## src/rtl/fpu_issue_ctrl.sv

```systemverilog
// Command issuer for the fpu: queues {funct,a,b}, starts the fpu, waits for finish, returns results.
// Optional build macro FPU_ISSUE_STATS_EN adds saturating issue/timeout statistics outputs.
module fpu_issue_ctrl #(
    parameter int CMD_DEPTH      = 4,
    parameter int TIMEOUT_CYCLES = 64
) (
    input  logic        clk,
    input  logic        reset,
    input  logic        cmd_valid,
    output logic        cmd_ready,
    input  logic [1:0]  cmd_funct,
    input  logic [31:0] cmd_a,
    input  logic [31:0] cmd_b,
    output logic [1:0]  fpu_funct,
    output logic [31:0] fpu_a,
    output logic [31:0] fpu_b,
    output logic        fpu_start,
    input  logic [31:0] fpu_o,
    input  logic        fpu_finish,
    output logic        res_valid,
    input  logic        res_ready,
    output logic [31:0] res_o,
    output logic [1:0]  res_funct,
    output logic        res_err
`ifdef FPU_ISSUE_STATS_EN
    ,
    output logic [15:0] stat_issued,
    output logic [15:0] stat_timeouts
`endif
);

    localparam int          AW   = $clog2(CMD_DEPTH);
    localparam int          TW   = $clog2(TIMEOUT_CYCLES);
    localparam logic [31:0] QNAN = 32'h7FC00000;

    typedef enum logic [1:0] {ST_IDLE, ST_ISSUE, ST_WAIT, ST_RESP} state_t;

    state_t        state, state_nxt;
    logic [65:0]   fifo_mem [CMD_DEPTH];
    logic [AW-1:0] wr_ptr, rd_ptr;
    logic [AW:0]   count;
    logic          push, pop;
    logic          finish_q, finish_edge, timeout_hit;
    logic [TW-1:0] tmo_cnt;

    // Readiness comes from the registered count only, so a full FIFO never accepts even while popping.
    assign cmd_ready   = (count != (AW+1)'(CMD_DEPTH));
    assign push        = cmd_valid & cmd_ready;
    assign finish_edge = fpu_finish & ~finish_q;
    assign timeout_hit = (tmo_cnt == TW'(TIMEOUT_CYCLES - 1));

    always_ff @(posedge clk) begin
        if (reset) state <= ST_IDLE;
        else       state <= state_nxt;
    end

    always_comb begin
        state_nxt = state;
        pop       = 1'b0;
        fpu_start = 1'b0;
        res_valid = 1'b0;
        case (state)
            ST_IDLE: begin
                if (count != '0) begin
                    pop       = 1'b1;
                    state_nxt = ST_ISSUE;
                end
            end
            ST_ISSUE: begin
                fpu_start = 1'b1;
                state_nxt = ST_WAIT;
            end
            ST_WAIT: begin
                if (finish_edge || timeout_hit) state_nxt = ST_RESP;
            end
            ST_RESP: begin
                res_valid = 1'b1;
                if (res_ready) state_nxt = ST_IDLE;
            end
            default: state_nxt = ST_IDLE;
        endcase
    end

    always_ff @(posedge clk) begin
        if (push) fifo_mem[wr_ptr] <= {cmd_funct, cmd_a, cmd_b};
    end

    always_ff @(posedge clk) begin
        if (reset) begin
            wr_ptr <= '0;
            rd_ptr <= '0;
            count  <= '0;
        end else begin
            if (push) wr_ptr <= wr_ptr + AW'(1);
            if (pop)  rd_ptr <= rd_ptr + AW'(1);
            case ({push, pop})
                2'b10:   count <= count + (AW+1)'(1);
                2'b01:   count <= count - (AW+1)'(1);
                default: count <= count;
            endcase
        end
    end

    // Operand registers stay loaded through WAIT; the result is latched once when WAIT ends.
    always_ff @(posedge clk) begin
        if (reset) begin
            fpu_funct <= '0;
            fpu_a     <= '0;
            fpu_b     <= '0;
            res_o     <= '0;
            res_funct <= '0;
            res_err   <= 1'b0;
            tmo_cnt   <= '0;
            finish_q  <= 1'b0;
        end else begin
            finish_q <= fpu_finish;
            if (pop) {fpu_funct, fpu_a, fpu_b} <= fifo_mem[rd_ptr];
            if (state == ST_ISSUE) begin
                tmo_cnt <= '0;
            end else if (state == ST_WAIT) begin
                if (finish_edge) begin
                    res_o     <= fpu_o;
                    res_funct <= fpu_funct;
                    res_err   <= 1'b0;
                end else if (timeout_hit) begin
                    res_o     <= QNAN;
                    res_funct <= fpu_funct;
                    res_err   <= 1'b1;
                end else begin
                    tmo_cnt <= tmo_cnt + TW'(1);
                end
            end
        end
    end

`ifdef FPU_ISSUE_STATS_EN
    always_ff @(posedge clk) begin
        if (reset) begin
            stat_issued   <= '0;
            stat_timeouts <= '0;
        end else begin
            if (state == ST_ISSUE && stat_issued != 16'hFFFF)
                stat_issued <= stat_issued + 16'd1;
            if (state == ST_WAIT && !finish_edge && timeout_hit && stat_timeouts != 16'hFFFF)
                stat_timeouts <= stat_timeouts + 16'd1;
        end
    end
`endif

endmodule

```

## config.mk

```make
export PLATFORM = sky130hd
export DESIGN_NAME = fpu_issue_ctrl
export DESIGN_NICKNAME = d
export VERILOG_FILES = /design/src/rtl/fpu_issue_ctrl.sv
export SDC_FILE = /design/constraint.sdc
export NUM_CORES = 1
export LEC_CHECK = 0
export CAP_MARGIN = 10
export CORE_ASPECT_RATIO = 0.5
export CORE_MARGIN = 5
export CORE_UTILIZATION = 38
export DETAILED_ROUTE_END_ITERATION = 7
export PLACE_DENSITY_LB_ADDON = 0.3
export SLEW_MARGIN = 20
export SYNTH_ARGS = -nofsm -noshare
export SYNTH_HDL_FRONTEND = slang
export SYNTH_SLANG_ARGS = --single-unit
```

## constraint.sdc

```tcl
create_clock -name clk -period 2.55 [get_ports clk]
set_input_delay 0.255 -clock clk [delete_from_list [all_inputs] [get_ports clk]]
set_output_delay 0.255 -clock clk [all_outputs]
set_load 0.005 [all_outputs]
```

Word-level counts from Yosys, hierarchy flattened:

Memory sizes are Yosys's and may differ from the RTL's. A register that Yosys moved wholly into a read port is not among the register bits.
Cells that the tools add are included.

* register bits: 51
* memory bits (writable): 264
* input port bits: 103
* output and inout port bits: 104
* word-level logic and storage cells: 57
* memories kept: 1

Memories
* fifo_mem: depth 4, bits a word 66, rd ports 1, clocked after memory_dff 1, wr ports 1, line 39 `logic [65:0] fifo_mem [CMD_DEPTH];`

* add/subtract/negate cells: 5
* equality and inequality tests: 10
* muxes and demuxes: 17
* bitwise logic cells: 6
* reduce and logical (&&, ||, !) cells: 9

Operators with widths (number)
* two-way mux 32 bit: 2
* two-way mux 2 bit: 5
* AND reduction 3 bit: 3
* two-way mux 1 bit: 8
* case mux 2 bit (4 select lines): 1
* adder 6 x 1 -> 6 bit, second input constant: 1
* == test 2 bit, second input constant: 3
* == test 6 bit, second input constant: 1
* inequality test 2 bit, second input constant: 3
* case mux 3 bit (2 select lines): 1
* adder 2 x 1 -> 2 bit, second input constant: 2
* == test 2 x 1 -> 1 bit, second input constant: 2
* NOT 1 bit: 4
* nonzero test 2 bit: 2
* adder 3 x 1 -> 3 bit, second input constant: 1
* inequality test 3 bit, second input constant: 1
* nonzero test 3 bit: 1
* subtractor 3 x 1 -> 3 bit, second input constant: 1
* AND 1 bit: 2
* logical NOT 2 bit: 1
* OR reduction 2 bit: 1
* logical OR 1 bit: 1

Depth between registers and ports, before layout:

Gate-level depths: netlist of run 1.

* depth after elaboration: 5
* mapped depth: 11
* gate-level depth less buffers: 10

Least setup slack after synthesis of run 1:

No wires, ideal clock.

* path kind: flip-flop to flip-flop
* start point: register count[0]
* end point: memory fifo_mem[0][0] (enable)
* library setup time: 0.432 ns
* arrival time: 2.166 ns
* required time: 2.118 ns
* slack: -0.048 ns
* stages on the path, launching flop included: 3
* buffers on the path: 0
* clock period less this slack: 2.598 ns
* path through: dfxtp_1 > or3b_1 > and3_1

* word-level cells in the longest chain between the ends: 4

Ends and longest elaborated chain
* start, declared: line 41 `logic [AW:0] count;`
* start signal, assigned: line 97 `2'b10: count <= count + (AW+1)'(1);`
* start signal, assigned: line 98 `2'b01: count <= count - (AW+1)'(1);`
* start signal, assigned: line 99 `default: count <= count;`
* inequality test 3 bit: line 47 `assign cmd_ready = (count != (AW+1)'(CMD_DEPTH));`
* net cmd_ready: line 10 `output logic cmd_ready,`
* AND 1 bit: line 48 `assign push = cmd_valid & cmd_ready;`
* two-way mux 1 bit: line 85 `if (push) fifo_mem[wr_ptr] <= {cmd_funct, cmd_a, cmd_b};`
* two-way mux 1 bit (not written as such): line 85
* end, declared: line 39

The timed path passes the listed nets, and every way through them passes these cells.

Final worst setup path of run 1:

* start point: register count[0]
* end point: register count[2]

* word-level cells in the longest chain between the ends: 5
* elaborated cells on any way between the ends: 11
* classes of those cells: 2 x add/sub; 3 x eq/ne; 3 x mux; 1 x bitwise; 2 x reduce/logical

Ends and longest elaborated chain
* nonzero test 3 bit: line 64 `if (count != '0) begin`
* two-way mux 1 bit: line 64
* two-way mux 1 bit: line 62 `case (state)`
* == test 2 x 1 -> 1 bit or == test 2 bit (tied branches): line 96 `case ({push, pop})`
* case mux 3 bit (2 select lines) or nonzero test 2 bit (tied branches)

Parallel ways exist; a longest one is shown, timed or not.
A chain may end at the register's enable or synchronous reset.

==> impl_metrics.tcl, run 1 <==
set metrics [dict create \
    outcome "finished, final reports clean" \
    clk_latency_ns 0.53 \
    synth_flop_cell "edfxtp_1" \
    grt_start_max_net_pins 69 \
    setup_tns_ns 0 \
    synth-edff-count 264 \
    detail-route-antenna-nets 0 \
    cp_data_required_time_ns 3.00 \
    endpoint_kind "register" \
    portBuffers 206 \
    finalSetupViolations 0 \
    p_switching_mw 5.33 \
    cts_tree "yes" \
    max_slew_margin_pct 37.3 \
    gp_congestion 0.728 \
    postCtsSetupBuffers 0 \
    std_cell_rows 49 \
    hold_viol 0 \
    cts.sinks 381 \
    drt-total-wl_um 31500 \
    cp_num_buf_inv 2 \
    swShare_pct 28.9 \
    final_area_mm2 0.0179 \
    yosys.area.top_type "edfxtp_1" \
    synth_cells 888 \
    fin_crit_sh_pct 90.9 \
    startpoint_type "register" \
    crit_slowest_cell "or3b_1" \
    synth.area.top_cells "edfxtp_1, dfxtp_1, mux4_2, nand2_1, a21oi_1" \
    crit_path_frequent_cell "inv_1" \
    drtPass1Iterations 5 \
    numCtsBuffers 36 \
    grt_pass1_vias 8393 \
    hold_depth 2 \
    grtUsageTotal_pct 15.0 \
    rr_endpoint "count[2]$_SDFFE_PP0P_" \
    routedWlPerCell_um 19.5 \
    synth_top_area_share_pct 56.5 \
    drive_above_1_share_pct 15.8 \
    io_pins 207 \
    grt_pass1_wl_um 48300 \
    arrival_ns 2.77 \
    worstRegToRegCells 9 \
    syn_area_mm2 0.0140 \
    placed_area_mm2 0.0168 \
    powerDensity_mw_per_mm2 1030 \
    drc_errors 0 \
    rsz0062_at_grt "false" \
    hold-path-endpoint "finish_q$_SDFF_PP0_" \
    power_leakage_nw 5.81 \
    coreArea_mm2 0.0362 \
    drtIter0Drc 473 \
    critical_path_class "register to register" \
    ys_seq_elements 381 \
    yosys_warnings 0 \
    initial_core_util_pct 38.8 \
    p_int_mw 13.1 \
    vias 8040 \
    worstMarginPinSlew_ns 0.941 \
    cp_max_fo 4 \
    r2r_start "count[0]$_SDFFE_PP0P_" \
    p_clk_share_pct 28.6 \
    critPathTopFamily "simple AND/OR/NAND/NOR gates" \
    period_minus_slack_ns 2.32 \
    vdd_drop_max_uv 636 \
    ys_seq_area_share_pct 73.3 \
    worstPathCellList "or3b_1, and2_1, inv_1, ha_1, inv_1, fa_1, xor2_1, or3_1, a21oi_1" \
    die_h_um 146 \
    fmax_mhz 431 \
    synth_nets 1002 \
    drv_cap 0 \
    drt-vias-per-instance 4.98 \
    async_flop_share_pct 0 \
    postSynthAreaPerCell_um2 15.8 \
    critPathMaxStageDelay_ns 0.42 \
    skew_ns 0.0200 \
    worst_setup_hold_path_clk_slew_ns 0.06 \
    die_area_mm2 0.0411 \
    hold_buffers 0 \
    cts_resized 0 \
    area_growth_syn_to_layout_pct 28.0 \
    gr-total-overflow 0 \
    die_width_um 282 \
    p_comb_share_pct 26.6 \
    hpwlAfterDp_um 19400 \
    clock_path_buffers 3 \
    worstHoldStart "reset" \
    post-route-util_pct 49.6 \
    clock-root-buffer "clkbuf_16" \
    drv_slew 0 \
    antenna_found_initial 3 \
    synth_cell_type_count 40 \
    r2r_slack_ns 0.23 \
    fin_nets 1217 \
    pwr-share-seq_pct 44.8 \
    hold_path_class "primary input to register" \
    htreeDepth 2 \
]
-- kinds of logic after synthesis --
kind of cell	synth area share [%]
compound gates	3.90
simple gates	8.45
xor+xnor	0.437
buf+inv	2.18
fa+ha+maj	1.04
mux	10.7
flops	73.3
-- power by group through the flow --
stage	registers, mW	clock network [mW]	logic (mW)
floorplan	8.22	0	2.79
global placement	8.34	0	4.91
detailed placement	8.40	0	4.98
CTS	8.27	5.44	5.00
global route	8.35	5.72	5.38
finish	8.24	5.26	4.90
-- through the flow --
stage | power, mW | setup slack (ns) | cells | hold slack [ns]
final | 18.4 | 0.231 | 1616 | 0.197
after global routing | 19.5 | 0.0500 | 1616 | 0.225
after CTS | 18.7 | 0.219 | 1614 | 0.190
after detailed placement | 13.4 | 0.232 | 1549 | 0.447
after global placement | 13.3 | 0.272 | 1549 | 0.442
after floorplan | 11.0 | 0.255 | 888 | 0.354
-- cell type report --
class | count | area [µm²]
Fill cell | 3039 | 18200
Sequential cell | 381 | 10300
Inverter | 11 | 41.3
Clock buffer | 48 | 976
Tap cell | 484 | 606
Clock inverter | 17 | 178
Timing Repair Buffer | 231 | 2380
Multi-Input combinational cell | 442 | 3470
Antenna cell | 2 | 5.00
-- how the worst max path moves through the flow --
stage	depth (start not counted)	endpoint	slack, ns	startpoint
finish	9	count[2]$_SDFFE_PP0P_	0.23	count[0]$_SDFFE_PP0P_
global route	9	count[2]$_SDFFE_PP0P_	0.05	count[2]$_SDFFE_PP0P_
CTS	9	count[2]$_SDFFE_PP0P_	0.22	count[0]$_SDFFE_PP0P_
detailed placement	9	count[2]$_SDFFE_PP0P_	0.23	cmd_valid
global placement	9	count[2]$_SDFFE_PP0P_	0.27	cmd_valid
floorplan	11	count[2]$_SDFFE_PP0P_	0.26	state[1]$_SDFFE_PP0P_
-- placed cells by master (no fill, tap or decap), types with 4 or more instances in the layout --
master,n
and3_4,4
o21ai_0,4
nand3_2,20
nand2_1,159
ha_1,10
nand3_1,6
inv_1,10
xor2_1,5
buf_4,15
a21oi_1,97
nor3_1,23
clkbuf_16,36
edfxtp_1,264
nor2_1,20
buf_12,11
mux4_2,66
dfxtp_1,115
clkdlybuf4s50_1,205
clkinv_2,7
clkbuf_1,9
-- cell usage after synthesis, drive strengths merged (2+ instances only) --
| cell | number |
|---|---|
| a211oi | 2 |
| a21oi | 97 |
| and2 | 2 |
| and3 | 5 |
| buf | 37 |
| clkbuf | 17 |
| dfxtp | 117 |
| edfxtp | 264 |
| ha | 10 |
| inv | 11 |
| mux2i | 2 |
| mux4 | 66 |
| nand2 | 159 |
| nand2b | 2 |
| nand3 | 26 |
| nand4 | 3 |
| nor2 | 20 |
| nor2b | 2 |
| nor3 | 23 |
| o21ai | 4 |
| or3 | 2 |
| or3b | 2 |
| xnor2 | 2 |
| xor2 | 5 |
-- routing by layer --
layer | global-route usage (%) | share of wire [%] | vias up
li1 | - | - | 3740
met1 | 18.0 | 39 | 4032
met2 | 27.2 | 53 | 214
met3 | 3.75 | 6.5 | 52
met4 | 3.99 | 2.1 | 2
met5 | 0 | 0.041 | -
-- worst register-to-register path, delay by kind of cell (launching register included) --
kind | cells | cell delay [ns]
AOI/OAI and AO/OA | 1 | 0.14
xor gates and xnor gates | 1 | 0.16
adders and majority gates | 2 | 0.55
buffers and inverters | 2 | 0.14
DFF | 1 | 0.34
and+or+nand+nor | 3 | 0.93
-- state kept, by name, summed over array words and instances, names as in the netlist --
register / cells
fpu_b: 32
fpu_a: 32
res_err: 1
tmo_cnt: 6
res_o: 32
finish_q: 1
fpu_funct: 2
count: 3
state: 2
wr_ptr: 2
res_funct: 2
fifo_mem: 264
rd_ptr: 2
Note: power is estimated with default switching activity, not from simulation.
==> run 2: changes to the inputs <==
--- a/config.mk
+++ b/config.mk
@@ -5,7 +5,7 @@
 export SDC_FILE = /design/constraint.sdc
 export NUM_CORES = 1
 export LEC_CHECK = 0
-export CAP_MARGIN = 10
+export CAP_MARGIN = 20
 export CORE_ASPECT_RATIO = 0.5
 export CORE_MARGIN = 5
 export CORE_UTILIZATION = 38
@@ -15,3 +15,4 @@
 export SYNTH_ARGS = -nofsm -noshare
 export SYNTH_HDL_FRONTEND = slang
 export SYNTH_SLANG_ARGS = --single-unit
+export TNS_END_PERCENT = 1
==> run 2 against run 1 <==
Clock skew down 0.0026 ns. Die area stayed put. Via count grew 0.24%. Critical path depth stayed put. Clock power is 5.5% higher. Sequential share of layout area hardly changed. Combinational power shrank 1%. Worst setup slack worse by 0.010 ns. Clock-buffer cell count unchanged.
==> impl_metrics.tcl, run 2 (same netlist as run 1, synthesis figures left out) <==
set metrics [dict create \
    cts.sinks 381 \
    p_clk_share_pct 29.8 \
    drv_cap 0 \
    hpwlAfterDp_um 18800 \
    cts_resized 0 \
    portBuffers 206 \
    grt_pass1_wl_um 48800 \
    skew_ns 0.0174 \
    top_usage_layer "met2" \
    gr-total-overflow 0 \
    finalNonFillerCells 1615 \
    met1_usage_pct 18.5 \
    postCtsSetupBuffers 0 \
    powerDensity_mw_per_mm2 1040 \
    drc_errors 0 \
    worst-path-stages 9 \
    crit_slowest_cell "or3b_1" \
    worstPathCellList "or3b_1, and2_1, inv_1, ha_1, inv_1, fa_1, xor2_1, or3_1, a21oi_1" \
    clock_path_buffers 3 \
    fin_crit_sh_pct 91.3 \
    hold_buffers 0 \
    critPathMaxStageDelay_ns 0.40 \
    startpoint_type "register" \
    initial_core_util_pct 38.8 \
    endpoint_kind "register" \
    gp_congestion 0.746 \
    met2_usage_pct 27.0 \
    swShare_pct 29.1 \
    drv_slew 0 \
    area_growth_syn_to_layout_pct 28.1 \
    outcome "finished, final reports clean" \
    layout_commonest_cell "edfxtp_1" \
    drtIter0Drc 463 \
    numCtsBuffers 37 \
    endpoint "count[2]$_SDFFE_PP0P_" \
    max_slew_margin_pct 38.3 \
    drtPass1Iterations 5 \
    fmax_mhz 429 \
    rsz0062_at_grt "false" \
    hold_viol 0 \
    cts_tree "yes" \
    crit_path_frequent_cell "inv_1" \
    drive_above_1_share_pct 16.0 \
    rr_endpoint "count[2]$_SDFFE_PP0P_" \
    power_leakage_nw 5.82 \
    n_fill_cell 3008 \
    period_minus_slack_ns 2.33 \
    arrival_ns 2.78 \
    cp_data_required_time_ns 3.00 \
    die_h_um 146 \
    use_met3_pct 3.16 \
    r2r_slack_ns 0.22 \
    vias 8059 \
    routedWlPerCell_um 19.3 \
    worstRegToRegCells 9 \
    detail-route-antenna-nets 0 \
    largest_register_ffs 264 \
    dp_cells 1544 \
    final_cell_mix "edfxtp_1, clkdlybuf4s50_1, nand2_1" \
    cp_num_buf_inv 2 \
    drt-total-wl_um 31200 \
    hold_path_class "primary input to register" \
    grtUsageTotal_pct 15.1 \
    clk_latency_ns 0.54 \
    pwr-share-seq_pct 44.3 \
    fin_nets 1213 \
    p_int_mw 13.2 \
    cp_max_fo 4 \
    total_power_mw 18.6 \
    grt_pass1_vias 8356 \
    die_area_mm2 0.0411 \
    finalSetupViolations 0 \
    largest_register "fifo_mem" \
    worstMarginPinSlew_ns 0.926 \
    cp-startpoint "count[0]$_SDFFE_PP0P_" \
    grt_start_max_net_pins 70 \
    drt-vias-per-instance 4.99 \
    p_comb_share_pct 25.9 \
    post-route-util_pct 49.6 \
    die_width_um 282 \
    holdWs_ns 0.280 \
    antenna_found_initial 3 \
    htreeDepth 2 \
    worst_setup_hold_path_clk_slew_ns 0.06 \
    coreArea_mm2 0.0362 \
    r2r_start "count[0]$_SDFFE_PP0P_" \
    p_switching_mw 5.42 \
    critical_path_class "register to register" \
    std_cell_rows 49 \
    critPathTopFamily "simple AND/OR/NAND/NOR gates" \
    vdd_drop_max_uv 1080 \
    io_pins 207 \
    clock-root-buffer "clkbuf_16" \
]
==> run 2: stage by stage <==
step	instance area, µm²	setup slack, ns	setup TNS (ns)
after floorplan	14000	-0.0475	-9.41
after global routing	18000	0.0980	0
final	18000	0.221	0
after global placement	16700	0.266	0
after CTS	17900	0.217	0
after detailed placement	16700	0.206	0
==> run 2: layout make-up <==
type | instances | area (µm²) | share of cell area (%)
sequential | 381 | 10300 | 57.2
multi-input combinational | 442 | 3470 | 19.3
timing repair buffer | 226 | 2310 | 12.9
clock buffer | 48 | 1030 | 5.73
tap | 484 | 606 | 3.37
clock inverter | 20 | 211 | 1.18
inverter | 11 | 41.3 | 0.230
antenna | 3 | 7.51 | 0.0418
==> run 2: power groups by stage <==
stage	registers [mW]	logic (mW)	clock network, mW
floorplan	8.24	2.78	0
global placement	8.35	4.84	0
detailed placement	8.42	4.92	0
CTS	8.29	4.94	5.69
global route	8.37	5.31	6.00
finish	8.26	4.83	5.55
==> run 2: worst register-to-register path, cell delays in order (launching register included) <==
cell and delay (ns):
dfxtp_1 0.34, or3b_1 0.40, and2_1 0.20, inv_1 0.09, ha_1 0.19, inv_1 0.06, fa_1 0.38, xor2_1 0.16
or3_1 0.30, a21oi_1 0.14
==> run 2: how the worst min path moves through the flow <==
stage                               end              startpoint  depth (start not counted)  slack (ns)
6_report         res_o[14]$_SDFFE_PP0P_               fpu_o[14]                          3        0.28
5_1_grt          res_o[15]$_SDFFE_PP0P_               fpu_o[15]                          3        0.27
4_1_cts          res_o[14]$_SDFFE_PP0P_               fpu_o[14]                          3        0.25
3_5_place_dp     fpu_b[29]$_SDFFE_PP0P_  fpu_b[29]$_SDFFE_PP0P_                          2        0.45
3_3_place_gp     fpu_a[30]$_SDFFE_PP0P_  fpu_a[30]$_SDFFE_PP0P_                          2        0.44
2_1_floorplan  fifo_mem[0][0]$_DFFE_PP_                cmd_b[0]                          0        0.35
==> run 2: metal layers <==
metal / wire length (µm) / share of wire (%) / vias up
met1: 12600 / 40 / 4097
met2: 16400 / 53 / 171
met3: 1390 / 4.5 / 49
met4: 771 / 2.5 / 0
li1: - / - / 3742
met5: 0 / 0 / -
==> run 3: changes to the inputs <==
==> constraint.sdc (replaced) <==
create_clock -name clk -period 2.81 [get_ports clk]
set_input_delay 0.281 -clock clk [delete_from_list [all_inputs] [get_ports clk]]
set_output_delay 0.281 -clock clk [all_outputs]
set_load 0.005 [all_outputs]
==> run 3 against run 2 <==
Clock skew shrank 0.0014 ns. First-iteration DRC count grew 5.0%. Clock power fell by 14%. Largest cell class unchanged. Wire length down 1.5%. Maximum frequency fell by 4.0%. Global-route usage down 0.35 points. Final area down 0.49%. Flip-flop and latch count unchanged. Sequential power fell by 9.2%. Clock-buffer cell count shrank 1.
==> impl_metrics.tcl, run 3 (same netlist as run 1, synthesis figures left out) <==
set metrics [dict create \
    outcome "finished, final reports clean" \
    dp_slack_ns 0.387 \
    clock-root-buffer "clkbuf_16" \
    cp_num_buf_inv 2 \
    endpoint_kind "register" \
    holdWs_ns 0.194 \
    fin_nets 1212 \
    die_width_um 282 \
    arrival_ns 2.89 \
    max_slew_margin_pct 33.7 \
    grt_pass1_wl_um 47700 \
    std_cell_rows 49 \
    cp_data_required_time_ns 3.27 \
    worstPathCellList "or3b_1, and2_1, inv_1, ha_1, inv_1, fa_1, xor2_1, or3_1, a21oi_1" \
    vias 7953 \
    fin_crit_sh_pct 86.4 \
    antenna_found_initial 1 \
    htreeDepth 2 \
    setup_tns_ns 0 \
    powerDensity_mw_per_mm2 931 \
    hold_buffers 0 \
    drv_cap 0 \
    crit_path_frequent_cell "inv_1" \
    gr-total-overflow 0 \
    portBuffers 206 \
    postCtsSetupBuffers 0 \
    cts_tree "yes" \
    crit_slowest_cell "or3b_1" \
    routedWlPerCell_um 19.1 \
    startpoint_type "register" \
    cp_max_fo 6 \
    hpwlAfterDp_um 18400 \
    largest_register "fifo_mem" \
    initial_core_util_pct 38.8 \
    coreArea_mm2 0.0362 \
    detail-route-antenna-nets 0 \
    gp_congestion 0.741 \
    skew_ns 0.0160 \
    vdd_drop_max_uv 1130 \
    cts.sinks 381 \
    hold_viol 0 \
    largest_register_ffs 264 \
    fmax_mhz 412 \
    clk_latency_ns 0.53 \
    drive_above_1_share_pct 15.6 \
    grt_start_max_net_pins 69 \
    worst_setup_hold_path_clk_slew_ns 0.06 \
    clock_path_buffers 3 \
    drtPass1Iterations 5 \
    final_cell_mix "edfxtp_1, clkdlybuf4s50_1, nand2_1" \
    die_h_um 146 \
    die_area_mm2 0.0411 \
    rsz0062_at_grt "false" \
    cts_resized 0 \
    critPathTopFamily "simple AND/OR/NAND/NOR gates" \
    layout_commonest_cell "edfxtp_1" \
    critical_path_class "register to register" \
    critPathMaxStageDelay_ns 0.45 \
    hold_path_class "primary input to register" \
    io_pins 207 \
    area_growth_syn_to_layout_pct 27.4 \
    finalSetupViolations 0 \
    grt_pass1_vias 8389 \
    grtUsageTotal_pct 14.7 \
    drt-total-wl_um 30700 \
    drt-vias-per-instance 4.94 \
    numCtsBuffers 36 \
    drtIter0Drc 486 \
    drv_slew 0 \
    finalWorstSetupSlack_ns 0.383 \
    period_minus_slack_ns 2.43 \
    power_leakage_nw 5.79 \
    worstMarginPinSlew_ns 0.995 \
    drc_errors 0 \
]
## run 3: path summary, 6_finish.rpt
path | startpoint | endpoint | slack (ns) | depth (start not counted)
worst max register to register | count[2]$_SDFFE_PP0P_ | count[2]$_SDFFE_PP0P_ | 0.38 | 9
worst min register to register | fpu_b[19]$_SDFFE_PP0P_ | fpu_b[19]$_SDFFE_PP0P_ | 0.45 | 2
worst max-delay path | count[2]$_SDFFE_PP0P_ | count[2]$_SDFFE_PP0P_ | 0.38 | 9
worst min-delay path | reset | finish_q$_SDFF_PP0_ | 0.19 | 2
## run 3: final cells by class
cell class | instances | area (µm²)
fillers | 2996 | 18300
inverters | 11 | 41.3
multi-input cells | 442 | 3470
well taps | 484 | 606
clock buffers | 47 | 982
repair buffers | 226 | 2300
diodes | 1 | 2.50
clock inverters | 19 | 188
flip-flops and latches | 381 | 10300
## run 3: worst register-to-register path, delay by kind of cell, from the launching register on
kind	cells	cell delay [ns]
AND/OR/NAND/NOR	3	0.98
adder cells (fa/ha/maj)	2	0.56
flip-flops	1	0.37
XOR/XNOR	1	0.16
buffers and inverters	2	0.15
AO/OA/AOI/OAI	1	0.15
## run 3: metal layers
metal / vias to the layer above / track usage [%] / wire length [µm]
met2: 153 / 27.0 / 16300
met3: 47 / 2.95 / 1400
met1: 4017 / 17.8 / 12400
li1: 3736 / - / -
met4: 0 / 3.99 / 599
met5: - / 0 / 0
## run 3: metrics by stage
step           total power, mW  cell area, µm²  util (%)  std cells
2_1_floorplan             10.0           14000         -        888
5_1_grt                   17.6           17900      49.4       1611
6_report                  16.6           17900      49.4       1611
3_3_place_gp              12.0           16700      46.2       1544
4_1_cts                   16.9           17900      49.4       1610
3_5_place_dp              12.1           16700      46.2       1544
## run 3: power by group
group / switching (mW) / leakage, nW / internal [mW]
registers: 0.491 / 3.38 / 7.01
clock network: 2.09 / 0.577 / 2.70
logic: 2.27 / 1.83 / 2.08
total: 4.85 / 5.79 / 11.8
